## src/rtl/magnitude_pkg.sv

```systemverilog
// Shared widths and pipeline-split helpers for the magnitude unit.
package magnitude_pkg;

    localparam int DEF_DATA_IN_BITS = 16;

    function automatic int sum_bits(input int w);
        return 2 * w + 1;
    endfunction

    function automatic int out_bits(input int w);
        return w + 1;
    endfunction

    // Earlier stages absorb the remainder when iterations do not split evenly.
    function automatic int stage_iters(input int s, input int iters, input int stages);
        return iters / stages + ((s < iters % stages) ? 1 : 0);
    endfunction

    function automatic int iters_before(input int s, input int iters, input int stages);
        int n;
        n = 0;
        for (int i = 0; i < s; i++) begin
            n += stage_iters(i, iters, stages);
        end
        return n;
    endfunction

endpackage

```

## src/rtl/magnitude_sqrt_pipe.sv

```systemverilog
// Pipelined restoring integer square root, one result bit per iteration, MSB first.
module sqrt_pipe
    import magnitude_pkg::*;
#(
    parameter int IN_BITS  = 33,
    parameter int OUT_BITS = 17,
    parameter int STAGES   = 13
) (
    input  logic                clk,
    input  logic                rst,
    input  logic                in_valid,
    input  logic [IN_BITS-1:0]  in_data,
    output logic                out_valid,
    output logic [OUT_BITS-1:0] out_data
);

    localparam int RW = 2 * OUT_BITS;

    for (genvar s = 0; s < STAGES; s++) begin : g_stage
        localparam int IT = stage_iters(s, OUT_BITS, STAGES);
        localparam int HI = OUT_BITS - 1 - iters_before(s, OUT_BITS, STAGES);

        logic [RW-1:0]       rem_in;
        logic [RW-1:0]       rem_nx;
        logic [RW-1:0]       trial;
        logic [OUT_BITS-1:0] root_in;
        logic [OUT_BITS-1:0] root_nx;
        logic [OUT_BITS-1:0] root_r;
        logic                valid_in;
        logic                valid_r;

        if (s == 0) begin : g_head
            assign rem_in   = RW'(in_data);
            assign root_in  = '0;
            assign valid_in = in_valid;
        end else begin : g_link
            assign rem_in   = g_stage[s-1].g_rem.rem_r;
            assign root_in  = g_stage[s-1].root_r;
            assign valid_in = g_stage[s-1].valid_r;
        end

        // rem holds x - root^2; setting bit k costs (2*root + 2^k) * 2^k.
        always_comb begin
            rem_nx  = rem_in;
            root_nx = root_in;
            trial   = '0;
            for (int j = 0; j < IT; j++) begin
                trial = (RW'(root_nx) << (HI - j + 1)) | (RW'(1) << (2 * (HI - j)));
                if (rem_nx >= trial) begin
                    rem_nx  = rem_nx - trial;
                    root_nx = root_nx | (OUT_BITS'(1) << (HI - j));
                end
            end
        end

        always_ff @(posedge clk or negedge rst) begin
            if (!rst) begin
                valid_r <= 1'b0;
                root_r  <= '0;
            end else begin
                valid_r <= valid_in;
                if (valid_in) begin
                    root_r <= root_nx;
                end
            end
        end

        if (s < STAGES - 1) begin : g_rem
            logic [RW-1:0] rem_r;
            always_ff @(posedge clk or negedge rst) begin
                if (!rst) begin
                    rem_r <= '0;
                end else if (valid_in) begin
                    rem_r <= rem_nx;
                end
            end
        end
    end

    assign out_valid = g_stage[STAGES-1].valid_r;
    assign out_data  = g_stage[STAGES-1].root_r;

endmodule

```

## src/rtl/magnitude.sv

```systemverilog
// Streaming magnitude: floor(sqrt(a^2 + b^2)) with fixed latency 1 + SQUARE_ROOT_BITS.
module magnitude
    import magnitude_pkg::*;
#(
    parameter  int SQUARE_ROOT_BITS    = 13,
    parameter  int DATA_IN_BITS        = DEF_DATA_IN_BITS,
    localparam int SQUARE_SUM_OUT_BITS = sum_bits(DATA_IN_BITS),
    localparam int DATA_OUT_BITS       = out_bits(DATA_IN_BITS)
) (
    input  logic                     clk,
    input  logic                     rst,
    input  logic                     data_in_ready,
    input  logic [DATA_IN_BITS-1:0]  data_in_1,
    input  logic [DATA_IN_BITS-1:0]  data_in_2,
    output logic                     data_out_ready,
    output logic [DATA_OUT_BITS-1:0] data_out
);

    localparam int PW = 2 * DATA_IN_BITS;

    logic signed [PW-1:0]            ext_1;
    logic signed [PW-1:0]            ext_2;
    logic        [PW-1:0]            sq_1;
    logic        [PW-1:0]            sq_2;
    logic [SQUARE_SUM_OUT_BITS-1:0]  square_sum;
    logic [SQUARE_SUM_OUT_BITS-1:0]  square_sum_out;
    logic                            square_sum_out_ready;

    // Squares are non-negative and fit PW bits, so the low product bits are exact.
    assign ext_1      = {{DATA_IN_BITS{data_in_1[DATA_IN_BITS-1]}}, data_in_1};
    assign ext_2      = {{DATA_IN_BITS{data_in_2[DATA_IN_BITS-1]}}, data_in_2};
    assign sq_1       = ext_1 * ext_1;
    assign sq_2       = ext_2 * ext_2;
    assign square_sum = {1'b0, sq_1} + {1'b0, sq_2};

    always_ff @(posedge clk or negedge rst) begin
        if (!rst) begin
            square_sum_out_ready <= 1'b0;
            square_sum_out       <= '0;
        end else begin
            square_sum_out_ready <= data_in_ready;
            if (data_in_ready) begin
                square_sum_out <= square_sum;
            end
        end
    end

    sqrt_pipe #(
        .IN_BITS  (SQUARE_SUM_OUT_BITS),
        .OUT_BITS (DATA_OUT_BITS),
        .STAGES   (SQUARE_ROOT_BITS)
    ) u_sqrt (
        .clk       (clk),
        .rst       (rst),
        .in_valid  (square_sum_out_ready),
        .in_data   (square_sum_out),
        .out_valid (data_out_ready),
        .out_data  (data_out)
    );

endmodule

```

## config.mk

```make
export PLATFORM = sky130hd
export DESIGN_NAME = magnitude
export DESIGN_NICKNAME = d
export VERILOG_FILES = /design/src/rtl/magnitude_pkg.sv /design/src/rtl/magnitude_sqrt_pipe.sv /design/src/rtl/magnitude.sv
export SDC_FILE = /design/constraint.sdc
export NUM_CORES = 2
export LEC_CHECK = 0
export BUFFER_PORTS_ARGS = -buffer_cell sky130_fd_sc_hd__clkbuf_2
export CAP_MARGIN = 10
export CORE_AREA = 4 4 288 318
export CTS_CLUSTER_DIAMETER = 200
export DETAILED_ROUTE_END_ITERATION = 8
export DIE_AREA = 0 0 292 322
export PLACE_DENSITY = 0.77
export SLEW_MARGIN = 20
export SYNTH_ARGS = -nofsm -noshare
export SYNTH_HDL_FRONTEND = slang
export SYNTH_SLANG_ARGS = --single-unit
```

## constraint.sdc

```tcl
create_clock -name clk -period 6.9 [get_ports clk]
set_input_delay 1.38 -clock clk [delete_from_list [all_inputs] [get_ports clk]]
set_output_delay 1.38 -clock clk [all_outputs]
set_load 0.02 [all_outputs]
```

-- After elaboration in Yosys (flattened, before gate mapping)
Index checks and enable logic that the tools add are counted.
- flip-flop bits (word level): 676
- input bits: 35
- output and inout bits: 18
- word-level logic and storage cells: 109
- add/subtract/negate cells: 17
- $mul: 2
- magnitude comparators: 17
- mux-type cells: 33
- operators with widths (cell ; number):
    34-bit 2-to-1 mux ; 16
    16-bit by 16-bit multiplier with 32-bit output ; 2
    34-bit by 18-bit greater-or-equal comparator with 1-bit output ; 1
    34-bit by 19-bit greater-or-equal comparator with 1-bit output ; 1
    34-bit by 20-bit greater-or-equal comparator with 1-bit output ; 1
    34-bit by 21-bit greater-or-equal comparator with 1-bit output ; 1
    34-bit by 22-bit greater-or-equal comparator with 1-bit output ; 1
    34-bit by 23-bit greater-or-equal comparator with 1-bit output ; 1
    34-bit by 24-bit greater-or-equal comparator with 1-bit output ; 1
    34-bit by 25-bit greater-or-equal comparator with 1-bit output ; 1
    34-bit by 26-bit greater-or-equal comparator with 1-bit output ; 1
    34-bit by 27-bit greater-or-equal comparator with 1-bit output ; 1
    34-bit by 28-bit greater-or-equal comparator with 1-bit output ; 1
    34-bit by 29-bit greater-or-equal comparator with 1-bit output ; 1
    34-bit by 30-bit greater-or-equal comparator with 1-bit output ; 1
    34-bit by 31-bit greater-or-equal comparator with 1-bit output ; 1
    34-bit by 32-bit greater-or-equal comparator with 1-bit output ; 1
    34-bit by 33-bit greater-or-equal comparator with 1-bit output ; 1
    33-bit by 33-bit subtractor with 34-bit output, second input constant ; 1
    34-bit by 19-bit subtractor with 34-bit output ; 1
    34-bit by 20-bit subtractor with 34-bit output ; 1
    34-bit by 21-bit subtractor with 34-bit output ; 1
    34-bit by 22-bit subtractor with 34-bit output ; 1
    34-bit by 23-bit subtractor with 34-bit output ; 1
    29 further kinds ; 29

-- Logic depth before layout (Yosys ltp)
- depth after elaboration: 4
- depth in mapped cells: 37
- depth with buffers taken out: 34

-- Hierarchy
From an unflattened synthesis, not the netlist that was laid out.
- cell total of the unflattened synthesis: 5607
- area, all modules: 52186.3 sq um
- by module, submodules not included (module ; times used ; cells an instance ; area each (sq um) ; seq. area each (sq um)):
    sqrt_pipe ; 1 ; 3329 ; 31542.8 ; 13963.4
    magnitude ; 1 ; 2278 ; 20643.5 ; 850.8

-- Worst setup path before layout
Ideal clock, no wire load.
- kind: input port to flip-flop
- from: input data_in_2[1]
- to: register square_sum_out[30]
- library setup time: 0.138 ns
- arrival: 9.049 ns
- data required time: 6.762 ns
- path slack: -2.287 ns
- cell stages on the path: 33
- buffers on the path: 3
- path through: clkbuf_1 -> clkbuf_1 -> nand2_1 -> fa_1 -> fa_1 -> fa_1 -> inv_1 -> fa_1 -> fa_1 -> inv_1 -> fa_1 -> inv_1 -> ha_1 -> nand4_1 -> or2_2 -> nor4_1 -> o21ai_0 -> a21oi_1 -> o21ai_0 -> a21boi_0 -> o21ai_0 -> nor2b_1 -> xnor2_1 -> ha_1 -> clkbuf_1 -> nand3_1 -> nor3_1 -> o211ai_1 -> a41oi_1 -> nor4_1 -> o41ai_1 -> xnor2_1 -> mux2i_1
- cells in the longest elaborated chain, start to end: 2
- ends and longest elaborated chain (item ; line ; text):
    start, declared ; magnitude.sv:14 ; input logic [DATA_IN_BITS-1:0] data_in_2,
    16-bit by 16-bit multiplier with 32-bit output ; magnitude.sv:33 ; assign sq_2 = ext_2 * ext_2;
    32-bit by 32-bit adder with 33-bit output ; magnitude.sv:34 ; assign square_sum = {1'b0, sq_1} + {1'b0, sq_2};
    end signal, assigned ; magnitude.sv:43 ; square_sum_out <= square_sum;
    end, declared ; magnitude.sv:26 ; logic [SQUARE_SUM_OUT_BITS-1:0] square_sum_out;
Every way passes these cells.
A chain may end at the register's enable or synchronous reset.

-- Worst setup path after layout
- from: input data_in_1[10]
- to: register square_sum_out[31]
- cells in the longest elaborated chain, start to end: 2
- ends and longest elaborated chain (item ; line ; text):
    start, declared ; magnitude.sv:13 ; input logic [DATA_IN_BITS-1:0] data_in_1,
    16-bit by 16-bit multiplier with 32-bit output ; magnitude.sv:32 ; assign sq_1 = ext_1 * ext_1;
    32-bit by 32-bit adder with 33-bit output ; magnitude.sv:34 ;
Every way passes these cells.

==> run metrics <==
Finished Core Util=68.53%; clk buf depth=3; Hold Vio Cnt, Final=0; port bufs=52; first drt pass iteration count=5; Ports=53; drc violations=0; Tmin final=8236 ps; Worst Hold Class=flop to flop; slew of the pin with the lowest slew margin=1078 ps; WS Path Type=primary input to flop; initial antenna violation count=0; total gr overflow=0; Final Skew=56.63 ps; fin crit share=119.4%; Req. time, crit path=7370 ps; GRT met3 Usage=2.324%; Max Fclk=between 0.1 and 0.15 GHz; Die X=slightly below 300 um; Post-DP HPWL=96450 um; Cells after Synth=5540; Die Y=~320 um; number of global-route vias before repair=roughly 42000; CTS Buf Count=56; P&R area growth vs syn=16.82%; Placed Cells=7041; kind of end point of the critical path=flop; Yosys cell types=94; clock tree from TritonCTS=built; post-synth net total=6428; core box area=88010 sq um; Syn Area/Cell=9.319 sq um; EDFF count, synth=0; status=complete, but fails checks; Die ar.=94020 sq um; WP buf/inv=8; via count=39970; GRT Max-Usage Layer=met2; Max-Cap Viols=0; Startpoint Class=primary input; gpl congestion=0.9184; critical-path maximum fanout=7; met1 Use GR=30.92%; Seq cells post-synth=592; CP top delay family=adder cells; number of core rows=114; largest net degree at the start of global routing=180; Sink Count=592; RSZ-0062 raised after global routing=true; Slew Limit Fails=0; Clock H-tree levels=2; relative slew slack=27.76%; ant diodes=0; worst setup margin=-1336 ps; Root Buffer=clkbuf_16; CP Data Arrival Time=8710 ps; share of layout cells above drive strength 1=19.47%; Slowest cell on crit path=fa_1; met2 Use GR=approximately half; cell mode on critical path=fa_1; post-route insts no fill=7205; Antenna Violating Nets Remaining=0; first-pass GRT wire length=approximately 210000 um; initial core utilization=between 50% and 60%; Wirelength per Cell=17.14 um; Routed Wire Length=around 120000 um; clk_lat worst skew=630 ps; Async SR Flop Fraction=100.0%; Total Nets Final=6888; iteration-0 DRC count of the detailed router=2232; Seq/Total Area, Yosys=between 20 and 30%; Synth Cell Area=51630 sq um; failing checks=negative setup slack; cts hold-fix bufs=0; Final setup viols=22; clock slew at reported path FFs=60 ps; All-Layer GR Usage=between 20% and 30%; critical path's largest stage delay=560 ps; Main synth FF type=dfrtp_1; Vias/cell=5.548; total number of yosys warnings=0
## cell usage after synthesis, types with 18 or more instances
master,instances,area (sq um)
nor2_1,449,1685
dfrtp_1,592,14810
mux2i_1,60,600.6
xor2_1,100,875.8
and3_1,31,193.9
fa_1,477,9549
or2_2,18,112.6
clkbuf_1,168,630.6
a211oi_1,28,210.2
nand3_1,58,290.3
and2_1,84,525.5
o21ai_0,254,1271
nor4_1,60,375.4
nand4_1,34,212.7
ha_1,376,4705
a21oi_1,375,1877
or3_1,39,244.0
o21a_1,57,427.9
nor3_1,84,420.4
nor2b_1,43,269.0
nand2_1,441,1655
a31oi_1,47,294.0
xnor2_1,187,1638
a21o_1,68,510.5
inv_1,891,3344
mux2_2,204,2297
nand2b_1,28,175.2
## cells by family after synthesis
group           count (synthesis)  share of synthesized area (%)
mux                           264                          5.613
fa+ha+maj                     853                          27.61
compound gates                997                          11.75
buf+inv                      1080                          7.923
simple gates                 1467                          13.54
xor+xnor                      287                          4.869
flops                         592                          28.69
## layer usage
metal  part of all wire (%)  routed length [um]
met2                     53               65280
met5                      0                   0
met3                    2.9                3588
met1                     40               49120
met4                    4.4                5491
## final timing paths
kind / startpoint / slack (ps) / cells after the start / to
worst min-delay path: u_sqrt.g_stage[10].root_r[6]$_DFFE_PN0P_ / 450 / 2 / u_sqrt.g_stage[11].root_r[6]$_DFFE_PN0P_
worst max-delay path: data_in_1[10] / -1340 / 33 / square_sum_out[31]$_DFFE_PN0P_
max in group asynchronous: rst / 4760 / 3 / u_sqrt.g_stage[5].valid_r$_DFF_PN0_
worst min register to register: u_sqrt.g_stage[10].root_r[6]$_DFFE_PN0P_ / 450 / 2 / u_sqrt.g_stage[11].root_r[6]$_DFFE_PN0P_
worst max register to register: u_sqrt.g_stage[2].root_r[11]$_DFFE_PN0P_ / 1390 / 18 / u_sqrt.g_stage[3].root_r[9]$_DFFE_PN0P_
min in group asynchronous: rst / 680 / 1 / u_sqrt.g_stage[11].g_rem.rem_r[26]$_DFFE_PN0P_
## state kept, by name, indices dropped and copies added, names as in the netlist, 11 cells and up
| register | flops |
|---|---|
| u_sqrt.g_stage.g_rem.rem_r | 374 |
| u_sqrt.g_stage.root_r | 106 |
| u_sqrt.g_stage.rem_in | 34 |
| square_sum_out | 33 |
| u_sqrt.out_data | 17 |
| u_sqrt.g_stage.root_in | 14 |
| u_sqrt.g_stage.valid_r | 11 |
## cell type report
cell class                 instances  area (sq um)
sequential                       592         14830
clock buffer                      71          1508
fill                            6473         27700
inverter                         895          3372
tap                             1160          1451
timing repair buffer             587          4830
clock inverter                    32         392.9
multi-input combinational       3868         33930
## worst reg2reg max path, cell delays in order, from the launching register on
cell	delay, ps
dfrtp_1	380
inv_1	100
ha_1	280
nor2b_1	150
o21ai_1	220
a21oi_1	130
o2111ai_1	570
nand2_1	470
inv_1	260
nand2_1	80
o31ai_1	110
ha_1	370
a21o_1	200
a21o_1	180
a21o_1	200
a211o_1	280
a2111oi_4	960
nand2b_1	320
o21ai_0	120
## placed cells by master (no fill, tap or decap), drive strengths merged, types with 22 or more instances in the layout
master,n
a211oi,29
a21o,68
a21oi,375
a31oi,47
and2,85
and3,31
buf,542
clkbuf,116
clkinv,22
dfrtp,592
fa,477
ha,376
inv,896
mux2,204
mux2i,60
nand2,441
nand2b,28
nand3,59
nand4,34
nor2,449
nor2b,43
nor3,86
nor4,60
o21a,57
o21ai,261
or3,41
xnor2,187
xor2,100
## metrics by stage
step | setup TNS, ps | setup WS (ps) | hold WS (ps) | instance area (sq um)
after floorplan | -18540 | -1504 | 351.9 | 52260
after global placement | -32640 | -1926 | 462.2 | 56710
after detailed placement | -36220 | -2118 | 472.9 | 56710
after CTS | -14030 | -1168 | 465.5 | 59750
after global routing | -21980 | -1584 | 491.5 | 60310
final | -17320 | -1336 | 445.5 | 60310
## timing repair
item / 4_1_cts / 5_1_grt
resized for setup: 176 / 110
pin swaps: 113 / 118
cloned: 0 / 1
endpoints found under the hold margin: 0 / 0
buffers inserted: 37 / 25
setup endpoints to repair: 22 / 22
Power is not shown: default switching activity piles up to over one toggle a cycle in this logic, so the estimate is an artifact.
